### config.mk
export PLATFORM = sky130hd
export DESIGN_NAME = mem_rr_read_mux
export DESIGN_NICKNAME = d
export VERILOG_FILES = /design/src/rtl/mem_rr_read_mux.sv
export SDC_FILE = /design/constraint.sdc
export NUM_CORES = 1
export LEC_CHECK = 0
export BUFFER_PORTS_ARGS = -buffer_cell sky130_fd_sc_hd__buf_2
export CAP_MARGIN = 20
export CORE_MARGIN = 2
export CORE_UTILIZATION = 40
export CTS_BUF_LIST = sky130_fd_sc_hd__clkbuf_2 sky130_fd_sc_hd__clkbuf_4 sky130_fd_sc_hd__clkbuf_8
export CTS_CLUSTER_SIZE = 10
export DETAILED_ROUTE_END_ITERATION = 10
export PLACE_DENSITY = 0.85
export SYNTH_ARGS = -nofsm -noshare
export SYNTH_HDL_FRONTEND = slang
export SYNTH_SLANG_ARGS = --single-unit
### constraint.sdc
create_clock -name clk -period 1.48 [get_ports clk]
set_input_delay 0.296 -clock clk [delete_from_list [all_inputs] [get_ports clk]]
set_output_delay 0.296 -clock clk [all_outputs]
set_load 0.01 [all_outputs]
### src/rtl/mem_rr_read_mux.sv
// Round-robin arbiter: NUM_CH read channels share one synchronous single-port memory. Grant is issued one edge after the request; tagged data returns one edge after that.
// Full throughput, no stall. Optional macro MEM_MUX_FIXED_PRIO_EN selects lowest-index-wins priority instead of round-robin.
module mem_rr_read_mux #(
  parameter int DATA_W = 4,
  parameter int ADDR_W = 4,
  parameter int NUM_CH = 4
) (
  input  logic                     clk,
  input  logic                     rst,
  input  logic [NUM_CH-1:0]        req,
  input  logic [NUM_CH*ADDR_W-1:0] addr_in,
  output logic [NUM_CH-1:0]        grant,
  output logic                     mem_en,
  output logic [ADDR_W-1:0]        mem_addr,
  input  logic [DATA_W-1:0]        mem_rdata,
  output logic [DATA_W-1:0]        rdata_out,
  output logic [NUM_CH-1:0]        rvalid
);

  localparam int IDX_W = $clog2(NUM_CH);
  localparam logic [IDX_W:0]   NUM_CH_W = NUM_CH[IDX_W:0];
  localparam logic [IDX_W-1:0] LAST_CH  = IDX_W'(NUM_CH - 1);

  logic [IDX_W-1:0]  ptr_q, ptr_d;
  logic [NUM_CH-1:0] grant_q, grant_d;
  logic              mem_en_q, mem_en_d;
  logic [ADDR_W-1:0] mem_addr_q, mem_addr_d;
  logic [DATA_W-1:0] rdata_q, rdata_d;
  logic [NUM_CH-1:0] rvalid_q, rvalid_d;

  logic              win_vld;
  logic [IDX_W-1:0]  win_idx;
  logic [IDX_W:0]    cand;

  // Circular search starting at ptr; cand stays one bit wider so the wrap compare is exact.
  always_comb begin
    win_vld = 1'b0;
    win_idx = '0;
    cand    = '0;
    for (int i = 0; i < NUM_CH; i++) begin
      cand = {1'b0, ptr_q} + (IDX_W + 1)'(i);
      if (cand >= NUM_CH_W) begin
        cand = cand - NUM_CH_W;
      end
      if (!win_vld && req[cand[IDX_W-1:0]]) begin
        win_vld = 1'b1;
        win_idx = cand[IDX_W-1:0];
      end
    end
  end

  always_comb begin
    grant_d    = '0;
    mem_en_d   = 1'b0;
    mem_addr_d = mem_addr_q;
    ptr_d      = ptr_q;
    if (win_vld) begin
      grant_d[win_idx] = 1'b1;
      mem_en_d         = 1'b1;
      mem_addr_d       = addr_in[int'(win_idx)*ADDR_W +: ADDR_W];
`ifdef MEM_MUX_FIXED_PRIO_EN
      ptr_d            = '0;
`else
      ptr_d            = (win_idx == LAST_CH) ? '0 : win_idx + 1'b1;
`endif
    end
  end

  // Return stage: the grant issued last edge owns whatever the memory presents now.
  always_comb begin
    rvalid_d = grant_q;
    rdata_d  = (|grant_q) ? mem_rdata : '0;
  end

  always_ff @(posedge clk) begin
    if (rst) begin
      ptr_q      <= '0;
      grant_q    <= '0;
      mem_en_q   <= 1'b0;
      mem_addr_q <= '0;
      rdata_q    <= '0;
      rvalid_q   <= '0;
    end else begin
      ptr_q      <= ptr_d;
      grant_q    <= grant_d;
      mem_en_q   <= mem_en_d;
      mem_addr_q <= mem_addr_d;
      rdata_q    <= rdata_d;
      rvalid_q   <= rvalid_d;
    end
  end

  assign grant     = grant_q;
  assign mem_en    = mem_en_q;
  assign mem_addr  = mem_addr_q;
  assign rdata_out = rdata_q;
  assign rvalid    = rvalid_q;

endmodule

# Word level (Yosys, flattened, before mapping)
# Index checks and enable logic that the tools add are counted.
[word_totals] ff_bits=19 input_bits=26
[op_classes] add_sub_neg=8 magnitude_cmp=10 n_eq_ne=1 shifts=1 muxes=24 n_bitwise=2 reduce_logical=10
[op_table] operator="$mux 2" n=9
[op_table] operator="$shiftx 16x5->4" n=1
[op_table] operator="$lt 2x3->1 const B" n=5
[op_table] operator="$mux 1" n=10
[op_table] operator="$ge 3x3->1 const B" n=3
[op_table] operator="$bmux 1 s2" n=4
[op_table] operator="$sub 2x1->2 const B" n=4
[op_table] operator="$add 2x2->3 const B" n=2
[op_table] operator="$logic_and 1x1->1" n=4
[op_table] operator="$reduce_or 2->1" n=2
[op_table] operator="$reduce_or 4->1" n=1
[op_table] operator="$add 2x1->3 const B" n=1
[op_table] operator="$ge 2x3->1 const B" n=1
[op_table] operator="$logic_not 1->1" n=3
[op_table] operator="$add 2x1->2 const B" n=1
[op_table] operator="$demux 1 s2" n=1
[op_table] operator="$eq 2x2->1 const B" n=1
[op_table] operator="$ge 2x1->1 const B" n=1
[op_table] operator="$not 1->1" n=2

# Depth between registers and ports, before layout
# Gate-level depths: netlist of the first run.
[logic_depth] word_depth=18 depth_mapped=7 depth_no_buf=6

# Worst setup path before layout of the first run
# No wires, ideal clock.
[synth_path] path_type="register to register" startpoint="reg ptr_q[1]" endpoint="reg ptr_q[1]" setup_ns=0.125 arrival_ns=1.338 slack_ns=0.017 path_stages_with_launch=7 path_cell_list="dfxtp_1 -> mux2i_1 -> nor2_1 -> nor3_4 -> ha_1 -> mux2i_1 -> nor2_1"
[synth_between] elab_chain_cells=16 elab_cells_between_ends=40 cone_classes="add/sub (8); order compare (4); eq/ne (1); mux (21); reduce/logical (6)"
[synth_lines] item="from (decl)" line_no="24" source="logic [IDX_W-1:0] ptr_q, ptr_d;"
[synth_lines] item="from (signal assigned)" line_no="84" source="ptr_q <= ptr_d;"
[synth_lines] item="branches (longest 16 deep; another with $add 2x1->3)"
# Several ways; the timed one is not identified. The select of a mux whose other input is x is not followed.
# A chain may end at the register's enable or synchronous reset.

# Worst setup path after layout of the first run
# Ends and elaborated chain as after synthesis.

==> results by group, run 1 <==
Status
  • Status: finished, violations left
  • Failing checks: negative setup slack

Die
  • Die Width: 49.7 um
  • Boundary Pins: 43
  • Rows: 16
  • DIE AREA: about 0.0025 mm2
  • Core Area: just under 0.002 mm2
  • Die height: 49.7 um
  • Initial core utilization: 42.7%

Route
  • WL per Instance: 12.6 um
  • Routed Antenna Nets: 0
  • Final WL: 2020 um
  • DRC viols: 0
  • Drt pass-1 iters: 7
  • DR vias: 811
  • Starting DRT DRC Count: 6
  • Post-DR vias/cell: 5.07

Flow run
  • MaxCap Viol Count: 0

CTS
  • # clock sinks: 19
  • CTS Hold Bufs: 0
  • Max clock buf depth: 2
  • CTS tree: yes
  • Clk Tree Root Cell: clkbuf_4
  • Worst skew pair latency: about 0.29 ns
  • CTS clk-pin slew, worst paths: 0.10 ns
  • CTS Buf Count: 3
  • H-tree levels: 1

Cells and area
  • Fill cells: 178
  • P&R area growth vs syn: 48.1%
  • Antenna cell count: 0
  • Layout cells sized above 1: ~56%
  • Nets: 164

Timing
  • Slew Limit Fails: 0
  • RSZ-0062 raised after global routing: true
  • Worst-Margin Slew: 0.372 ns
  • Final min period: between 1.5 and 2 ns
  • Post-Route Skew: about 0.0089 ns
  • Final worst setup slack: -0.0598 ns
  • Slew headroom: 75.0%
  • Setup TNS: -0.136 ns
  • Max frequency: 0.649 GHz
  • Endpoints failing hold: 0
  • Setup violators final: 3
  • Final period utilization: 104%

Logic synthesis
  • Yosys reg bits: 19
  • Distinct cells, synth: 24
  • Syn_nets: 106
  • Register area share after synthesis: roughly 45%
  • Synth Cell Area: 837 um2
  • Yosys Warn Count: 0
  • Post-Syn Instances: 76
  • Syn avg cell area: between 10 and 15 um2

Hold path
  • Hold Crit Start: mem_rdata[3]
  • Class of the worst hold path: in2reg
  • Sink of the worst hold path: rdata_out[3]
  • Hold Crit Depth: 2

Pwr
  • Power per cell area: 1050 mW/mm2
  • Peak supply drop: 0.624 mV
  • Leak Pwr: 0.605 nW
  • Total power: 1.30 mW

Place
  • PortBufs: 42
  • Dpl hpwl: 1460 um
  • GPL Wtd Cong: 0.787
  • Setup WS pre-CTS: -0.146 ns

Critical path
  • Worst R2R End: ptr_q[1]
  • Worst setup EP type: flop
  • Critical-path maximum fanout: 5
  • Crit start category: flop
  • WP data arrival: around 1.7 ns
  • Critical path class: reg2reg
  • Worst R2R Start: ptr_q[1]
  • Data required time of the worst path: 1.66 ns
  • R2R Setup Slk: -0.06 ns
  • Number of cells on the worst reg-to-reg path: 6

Global route
  • Gr usage total: 16.0%
  • Initial antenna violation count: 0
  • Global-route wire length before repair: a little under 3000 um
  • Largest net degree at the start of global routing: 13
  • GR Overflow Total: 0
  • Vias in the first global route: 738
==> state kept, by name, indices dropped and copies added (netlist names) <==
signal     flops
grant          4
mem_addr       4
mem_en         1
ptr_q          2
rdata_out      4
rvalid         4
==> cell families after synthesis <==
logic type / after synthesis / synth area share [%]
DFF: 19 / 45.4
muxes: 10 / 12.0
AOI/OAI and AO/OA: 10 / 10.8
and+or+nand+nor: 27 / 22.3
adders and majority gates: 4 / 5.98
buffers and inverters: 6 / 3.59
==> metal layers <==
metal  track usage, %  vias to the layer above  routed length, um
li1                 -                      384                  -
met1             14.5                      361                739
met2             30.7                       50               1020
met3             4.24                       16                165
met4             10.2                        0                 91
met5                0                        -                  0
==> timing repair <==
item | in CTS | in global routing
gates resized for setup | 4 | 7
pin swaps | 2 | 2
setup buffers | 1 | 5
endpoints found under the hold margin | 0 | 0
setup endpoints to repair | 8 | 8
==> cell usage after synthesis <==
master    instances  area, um2
nor4_4            1       21.3
o21ai_2           1       8.76
a21oi_1           2       10.0
and2_1            8       50.1
nand3b_1          4       30.0
inv_1             2       7.51
dfxtp_1          19        380
nor2_1            3       11.3
nor2b_1           4       25.0
inv_2             2       7.51
o221ai_1          4       35.0
nand2_1           2       7.51
nor4_1            1       6.26
a211oi_1          1       7.51
ha_1              4       50.1
nor3_4            1       16.3
and3_1            1       6.26
a21oi_2           1       8.76
clkbuf_1          1       3.75
nand2b_1          1       6.26
nor2_2            1       6.26
buf_6             1       11.3
mux2i_1          10        100
o2bb2a_4          1       20.0
==> final cells by class <==
cell class	instances	area [um2]	area share, %
Clock buffer	3	22.5	1.82
Timing Repair Buffer	55	320	25.8
Sequential cell	19	384	31.0
Inverter	4	17.5	1.41
Clock inverter	1	5.00	0.404
Tap cell	27	33.8	2.72
Multi-Input combinational cell	51	457	36.8
==> layout by cell type, fill, tap and decap left out, types with 2 or more instances in the layout <==
master    instances
dfxtp_1          18
a21oi_2           2
ha_1              2
and2_1            7
nand3b_1          4
nor2_1            2
o221ai_1          4
mux2i_1           9
buf_2            42
buf_4            12
nor2_2            2
nor2b_1           4
clkbuf_4          3
inv_1             2
==> worst max-delay path by stage <==
| stage | endpoint | slack (ns) | start |
|---|---|---|---|
| global placement | ptr_q[1] | 0.01 | req[0] |
| global route | ptr_q[1] | -0.14 | ptr_q[1] |
| finish | ptr_q[1] | -0.06 | ptr_q[1] |
| detailed placement | ptr_q[1] | -0.15 | ptr_q[1] |
| CTS | ptr_q[1] | -0.06 | ptr_q[1] |
| floorplan | ptr_q[1] | 0.02 | ptr_q[1] |
==> worst max-delay path, cell delays in order, from the launching register on <==
cell     delay (ns)
dfxtp_4        0.39
mux2i_2        0.23
nor2_2         0.07
nor3_4         0.25
ha_1           0.29
mux2i_1        0.15
nor2_1         0.05
==> report_power, final <==
group	switching, mW	leakage [nW]	internal, mW
Clock	0.156	0.0177	0.100
Combinational	0.206	0.431	0.234
Sequential	0.0317	0.157	0.572
Total	0.393	0.605	0.906
==> metrics by stage <==
| step | cells | utilization [%] | area, um2 | hold slack, ns |
|---|---|---|---|---|
| final | 160 | 63.2 | 1240 | 0.203 |
| after detailed placement | 150 | 57.0 | 1120 | 0.471 |
| after CTS | 155 | 59.3 | 1160 | 0.205 |
| after floorplan | 76 | - | 837 | 0.390 |
| after global routing | 160 | 63.2 | 1240 | 0.192 |
| after global placement | 150 | 57.0 | 1120 | 0.468 |
(Power assumes the default switching activity.)
==> inputs of run 2 (changes only) <==
--- a/config.mk
+++ b/config.mk
@@ -13,6 +13,8 @@
 export CTS_CLUSTER_SIZE = 10
 export DETAILED_ROUTE_END_ITERATION = 10
 export PLACE_DENSITY = 0.85
+export SETUP_SLACK_MARGIN = 0.02
+export SKIP_LAST_GASP = 1
 export SYNTH_ARGS = -nofsm -noshare
 export SYNTH_HDL_FRONTEND = slang
 export SYNTH_SLANG_ARGS = --single-unit
==> run 2 against run 1 <==
The run still ends with negative setup slack left. Count of clock-buffer cells in the layout unchanged. Flip-flop and latch count unchanged. Cell count decreased by 2.5%. Critical path depth increased by 1. Cell area decreased by 5.0%. Wire length decreased by 2.0%. Combinational power decreased by 13%. Die area unchanged. Highest routed layer unchanged.
==> results by group, run 2 (synthesis results as in run 1) <==
Status
  • Failing checks: negative setup slack (unchanged)
  • Status: finished, violations left (unchanged)

Timing
  • Final worst setup slack: -0.0586 ns (was -0.0598 ns)
  • Slew Limit Fails: 0 (unchanged)
  • Slew headroom: 76.3% (was 75.0%)
  • Final period utilization: 104% (about the same)
  • Endpoints failing hold: 0 (unchanged)
  • Final min period: 1.54 ns (about the same)
  • Setup TNS: -0.0949 ns (was -0.136 ns)
  • Max frequency: 0.650 GHz (was 0.649 GHz)
  • Post-Route Skew: 0.00850 ns (was 0.00894 ns)
  • Worst-Margin Slew: 0.353 ns (was 0.372 ns)
  • Setup violators final: 2 (was 3)
  • RSZ-0062 raised after global routing: true (unchanged)

Critical path
  • CP bufs+invs: 2 (was 0)
  • Worst R2R End: grant[1] (was ptr_q[1])
  • Worst R2R Start: ptr_q[1] (unchanged)
  • Worst setup EP type: flop (unchanged)
  • Max incr delay on CP: 0.38 ns (was 0.39 ns)
  • R2R Setup Slk: -0.06 ns (about the same)
  • CP most frequent cell: buf_4
  • WP data arrival: 1.75 ns (was 1.72 ns)
  • Worst-path cell chain: nand2b_1 > a21oi_1 > nor3_4 > buf_4 > buf_4 > ha_1 > and2_1 (was mux2i_2 > nor2_2 > nor3_4 > ha_1 > mux2i_1 > nor2_1)
  • Number of cells on the worst reg-to-reg path: 7 (was 6)
  • CP max stage cell: dfxtp_4 (unchanged)
  • Data required time of the worst path: 1.69 ns (was 1.66 ns)
  • Critical-path maximum fanout: 6 (was 5)
  • Critical path class: reg2reg (unchanged)
  • Crit start category: flop (unchanged)
  • Cell family with most CP delay: flip-flops (unchanged)

CTS
  • H-tree levels: 1 (unchanged)
  • CTS clk-pin slew, worst paths: 0.11 ns (was 0.10 ns)
  • Max clock buf depth: 2 (unchanged)
  • Worst skew pair latency: 0.30 ns (was 0.29 ns)
  • Clk Tree Root Cell: clkbuf_4 (unchanged)
  • CTS tree: yes (unchanged)
  • # clock sinks: 19 (unchanged)
  • CTS Buf Count: 3 (unchanged)

Cells and area
  • Most frequent cells in the layout: buf_2, dfxtp_1, mux2i_1 (was buf_2, dfxtp_1, buf_4)
  • P&R area growth vs syn: 40.7% (was 48.1%)
  • Antenna cell count: 0 (unchanged)
  • Fill cells: 189 (was 178)
  • Sequential Area: 384 um2 (unchanged)
  • Layout cells sized above 1: 49.6% (was 56.4%)
  • Most common cell after layout, fill and taps aside: buf_2 (unchanged)
  • Nets: 160 (was 164)
  • Area of the multi-input gates: 427 um2 (was 457 um2)
  • Finished Layout Cells: 156 (was 160)

Pwr
  • Leak Pwr: 0.583 nW (was 0.605 nW)
  • Power per cell area: 1060 mW/mm2 (was 1050 mW/mm2)
  • Total power: 1.25 mW (was 1.30 mW)
  • Peak supply drop: 0.562 mV (was 0.624 mV)

Place
  • Dpl hpwl: 1540 um (was 1460 um)
  • Setup WS pre-CTS: -0.0780 ns (was -0.146 ns)
  • Placed Cells: 148 (was 150)
  • PortBufs: 42 (unchanged)
  • GPL Wtd Cong: 0.772 (was 0.787)

Route
  • Routed Antenna Nets: 0 (unchanged)
  • DR vias: 773 (was 811)
  • Post-DR vias/cell: 4.96 (was 5.07)
  • Final WL: 1980 um (was 2020 um)
  • Starting DRT DRC Count: 12 (was 6)
  • DRC viols: 0 (unchanged)
  • WL per Instance: 12.7 um (was 12.6 um)
  • Drt pass-1 iters: 4 (was 7)

Global route
  • Largest net degree at the start of global routing: 13 (unchanged)
  • Initial antenna violation count: 0 (unchanged)
  • GR Overflow Total: 0 (unchanged)
  • Global-route wire length before repair: 2930 um (was 2960 um)
  • Vias in the first global route: 681 (was 738)
  • Gr usage total: 16.1% (was 16.0%)

Flow run
  • MaxCap Viol Count: 0 (unchanged)

Die
  • Core Area: 0.00196 mm2 (unchanged)
  • Die Width: 49.7 um (unchanged)
  • DIE AREA: 0.00247 mm2 (unchanged)
  • Initial core utilization: 42.7% (unchanged)
  • Boundary Pins: 43 (unchanged)
  • Die height: 49.7 um (unchanged)
  • Rows: 16 (unchanged)

Hold path
  • Hold Crit Depth: 2 (unchanged)
  • Hold Crit Start: mem_rdata[0] (was mem_rdata[3])
  • Class of the worst hold path: in2reg (unchanged)
  • Sink of the worst hold path: rdata_out[0] (was rdata_out[3])
==> run 2: final cells by class <==
type | count | area share [%]
Clock buffer | 3 | 1.91
Multi-Input combinational cell | 51 | 36.2
Tap cell | 27 | 2.87
Timing Repair Buffer | 51 | 24.7
Sequential cell | 19 | 32.6
Clock inverter | 1 | 0.425
Inverter | 4 | 1.28
==> run 2: timing repair <==
action / CTS / global route
cloned: 0 / 0
hold buffers: 0 / 0
pin swaps: 2 / 1
buffers inserted: 1 / 3
endpoints found under the setup margin: 3 / 3
resized for setup: 1 / 0
==> run 2: worst reg2reg max path, delay by kind of cell, from the launching register on <==
family | cells | cell delay, ns
DFF | 1 | 0.38
and+or+nand+nor | 3 | 0.34
AOI/OAI and AO/OA | 1 | 0.28
buffers and inverters | 2 | 0.27
adders and majority gates | 1 | 0.18
==> run 2: worst max path at each step <==
stage                   to  slack, ns  depth (start not counted)  startpoint
6_report          grant[1]      -0.06                          7    ptr_q[1]
4_1_cts           ptr_q[1]      -0.01                          6    ptr_q[1]
3_5_place_dp      ptr_q[1]      -0.08                          6    ptr_q[1]
3_3_place_gp   mem_addr[0]      0.009                          6      req[0]
5_1_grt           ptr_q[1]      -0.11                          6    ptr_q[1]
2_1_floorplan     ptr_q[1]       0.07                          6    ptr_q[1]
==> run 2: power breakdown <==
group / internal, mW / switching [mW] / leakage [nW]
sequential: 0.572 / 0.0335 / 0.157
clock: 0.101 / 0.161 / 0.0177
combinational: 0.198 / 0.186 / 0.408
==> run 2: metrics by stage <==
step	utilization, %	instance area, um2	hold slack (ns)
after global routing	60.0	1180	0.180
after global placement	56.3	1100	0.468
after floorplan	-	838	0.390
after CTS	58.2	1140	0.188
final	60.0	1180	0.196
after detailed placement	56.3	1100	0.478
==> run 2: per-layer routing <==
| layer | part of all wire [%] | global-route usage, % | up-vias |
|---|---|---|---|
| li1 | - | - | 375 |
| met1 | 36 | 14.9 | 339 |
| met2 | 52 | 31.8 | 47 |
| met3 | 8.6 | 4.85 | 12 |
| met4 | 3.2 | 6.94 | 0 |
| met5 | 0 | 0 | - |
==> inputs of run 3 (changes only) <==
--- a/config.mk
+++ b/config.mk
@@ -12,6 +12,7 @@
 export CTS_BUF_LIST = sky130_fd_sc_hd__clkbuf_2 sky130_fd_sc_hd__clkbuf_4 sky130_fd_sc_hd__clkbuf_8
 export CTS_CLUSTER_SIZE = 10
 export DETAILED_ROUTE_END_ITERATION = 10
+export MAX_ROUTING_LAYER = met4
 export PLACE_DENSITY = 0.85
 export SETUP_SLACK_MARGIN = 0.02
 export SKIP_LAST_GASP = 1
==> run 3 against run 2 <==
The flow still finishes with violations (negative setup slack). Flip-flop and latch count is the same. Critical path depth unchanged. Register-to-register slack is essentially flat. Sequential power is essentially flat. Die area did not move. Via count is 0.13% lower. Largest power group unchanged.
==> results by group, run 3 (synthesis results as in run 1) <==
Status
  • Status: finished, violations left (unchanged)
  • Failing checks: negative setup slack (unchanged)

Flow run
  • MaxCap Viol Count: 0 (unchanged)

Pwr
  • Peak supply drop: 0.560 mV (was 0.562 mV)
  • Leak Pwr: 0.583 nW (unchanged)
  • Power per cell area: 1060 mW/mm2 (about the same)

Route
  • DR vias: 772 (was 773)
  • Post-DR vias/cell: 4.95 (was 4.96)
  • Starting DRT DRC Count: 12 (unchanged)
  • Final WL: 1980 um (about the same)
  • WL per Instance: 12.7 um (about the same)
  • Routed Antenna Nets: 0 (unchanged)
  • DRC viols: 0 (unchanged)
  • Drt pass-1 iters: 4 (unchanged)

Timing
  • Slew headroom: 76.3% (about the same)
  • Post-Route Skew: 0.00804 ns (was 0.00850 ns)
  • Hold Slack: 0.196 ns (about the same)
  • Final min period: 1.54 ns (about the same)
  • Endpoints failing hold: 0 (unchanged)
  • Setup TNS: -0.0940 ns (was -0.0949 ns)
  • Setup violators final: 2 (unchanged)
  • RSZ-0062 raised after global routing: true (unchanged)
  • Final period utilization: 104% (about the same)
  • Slew Limit Fails: 0 (unchanged)
  • Worst-Margin Slew: 0.353 ns (about the same)
  • Max frequency: 0.650 GHz (about the same)
  • Final worst setup slack: -0.0582 ns (was -0.0586 ns)

Die
  • Boundary Pins: 43 (unchanged)
  • Die Width: 49.7 um (unchanged)
  • Core Area: 0.00196 mm2 (unchanged)
  • Rows: 16 (unchanged)
  • DIE AREA: 0.00247 mm2 (unchanged)
  • Initial core utilization: 42.7% (unchanged)
  • Die height: 49.7 um (unchanged)

Global route
  • Initial antenna violation count: 0 (unchanged)
  • Gr usage total: 16.6% (was 16.1%)
  • Global-route wire length before repair: 2930 um (unchanged)
  • Vias in the first global route: 681 (unchanged)
  • GR Overflow Total: 0 (unchanged)
  • Largest net degree at the start of global routing: 13 (unchanged)

Cells and area
  • Most frequent cells in the layout: buf_2, dfxtp_1, mux2i_1 (unchanged)
  • Layout cells sized above 1: 49.6% (unchanged)
  • Nets: 160 (unchanged)
  • Most common cell after layout, fill and taps aside: buf_2 (unchanged)
  • P&R area growth vs syn: 40.7% (unchanged)
  • Antenna cell count: 0 (unchanged)
  • Cell area after layout: 0.00118 mm2 (unchanged)

Critical path
  • Cell family with most CP delay: flip-flops (unchanged)
  • Max incr delay on CP: 0.38 ns (about the same)
  • Critical-path maximum fanout: 6 (unchanged)
  • CP max stage cell: dfxtp_4 (unchanged)
  • Critical path class: reg2reg (unchanged)
  • WP data arrival: 1.75 ns (about the same)
  • Crit start category: flop (unchanged)
  • Data required time of the worst path: 1.69 ns (about the same)
  • CP most frequent cell: buf_4 (unchanged)
  • Worst-path cell chain: nand2b_1 > a21oi_1 > nor3_4 > buf_4 > buf_4 > ha_1 > and2_1 (unchanged)
  • Worst setup EP type: flop (unchanged)
  • CP bufs+invs: 2 (unchanged)

CTS
  • Clk Tree Root Cell: clkbuf_4 (unchanged)
  • Worst skew pair latency: 0.30 ns (about the same)
  • CTS Buf Count: 3 (unchanged)
  • # clock sinks: 19 (unchanged)
  • Max clock buf depth: 2 (unchanged)
  • H-tree levels: 1 (unchanged)
  • CTS Hold Bufs: 0 (unchanged)
  • CTS clk-pin slew, worst paths: 0.11 ns (about the same)
  • CTS tree: yes (unchanged)

Hold path
  • Class of the worst hold path: in2reg (unchanged)

Place
  • Dpl hpwl: 1540 um (unchanged)
  • Post-placement cell area: 0.00110 mm2 (unchanged)
  • PortBufs: 42 (unchanged)
  • GPL Wtd Cong: 0.783 (was 0.772)
[run 3: cell counts in the layout (fill, tap and decap cells not counted)]
No cell type changed its count.
[run 3: power by group]
group | leakage (nW) | total (mW) | switching [mW] | internal [mW]
Clock | 0.0177 | 0.261 | 0.160 | 0.101
Sequential | 0.157 | 0.606 | 0.0336 | 0.572
Combinational | 0.408 | 0.383 | 0.185 | 0.198
[run 3: per-stage QoR]
stage	util, %	setup WS (ns)	instances	power [mW]
after floorplan	-	0.0731	76	0.822
after global placement	56.3	0.00930	148	0.927
after detailed placement	56.3	-0.0780	148	0.951
after CTS	58.2	-0.0115	153	1.22
after global routing	60.0	-0.114	156	1.32
final	60.0	-0.0582	156	1.25
[run 3: worst paths after layout]
check / start / end / slack [ns] / depth (start not counted)
worst max-delay path: ptr_q[1] / grant[1] / -0.06 / 7
worst max register to register: ptr_q[1] / grant[1] / -0.06 / 7
worst min-delay path: mem_rdata[0] / rdata_out[0] / 0.20 / 2
worst min register to register: grant[3] / rvalid[3] / 0.49 / 1
[run 3: repair_timing]
item,4_1_cts,5_1_grt
buffers inserted,1,3
resized for setup,1,0
setup endpoints to repair,3,3
pin swaps,2,1
[run 3: cell type report]
type,count,area [um2]
fillers,189,785
well taps,27,33.8
clock buffers,3,22.5
repair buffers,51,290
multi-input cells,51,427
clock inverters,1,5.00
flip-flops and latches,19,384
inverters,4,15.0
[run 3: layer usage]
metal / global-route usage [%] / routed length [um]
met5: - / 0
met4: 6.94 / 63
met3: 4.85 / 177
met2: 31.8 / 1040
met1: 14.9 / 704
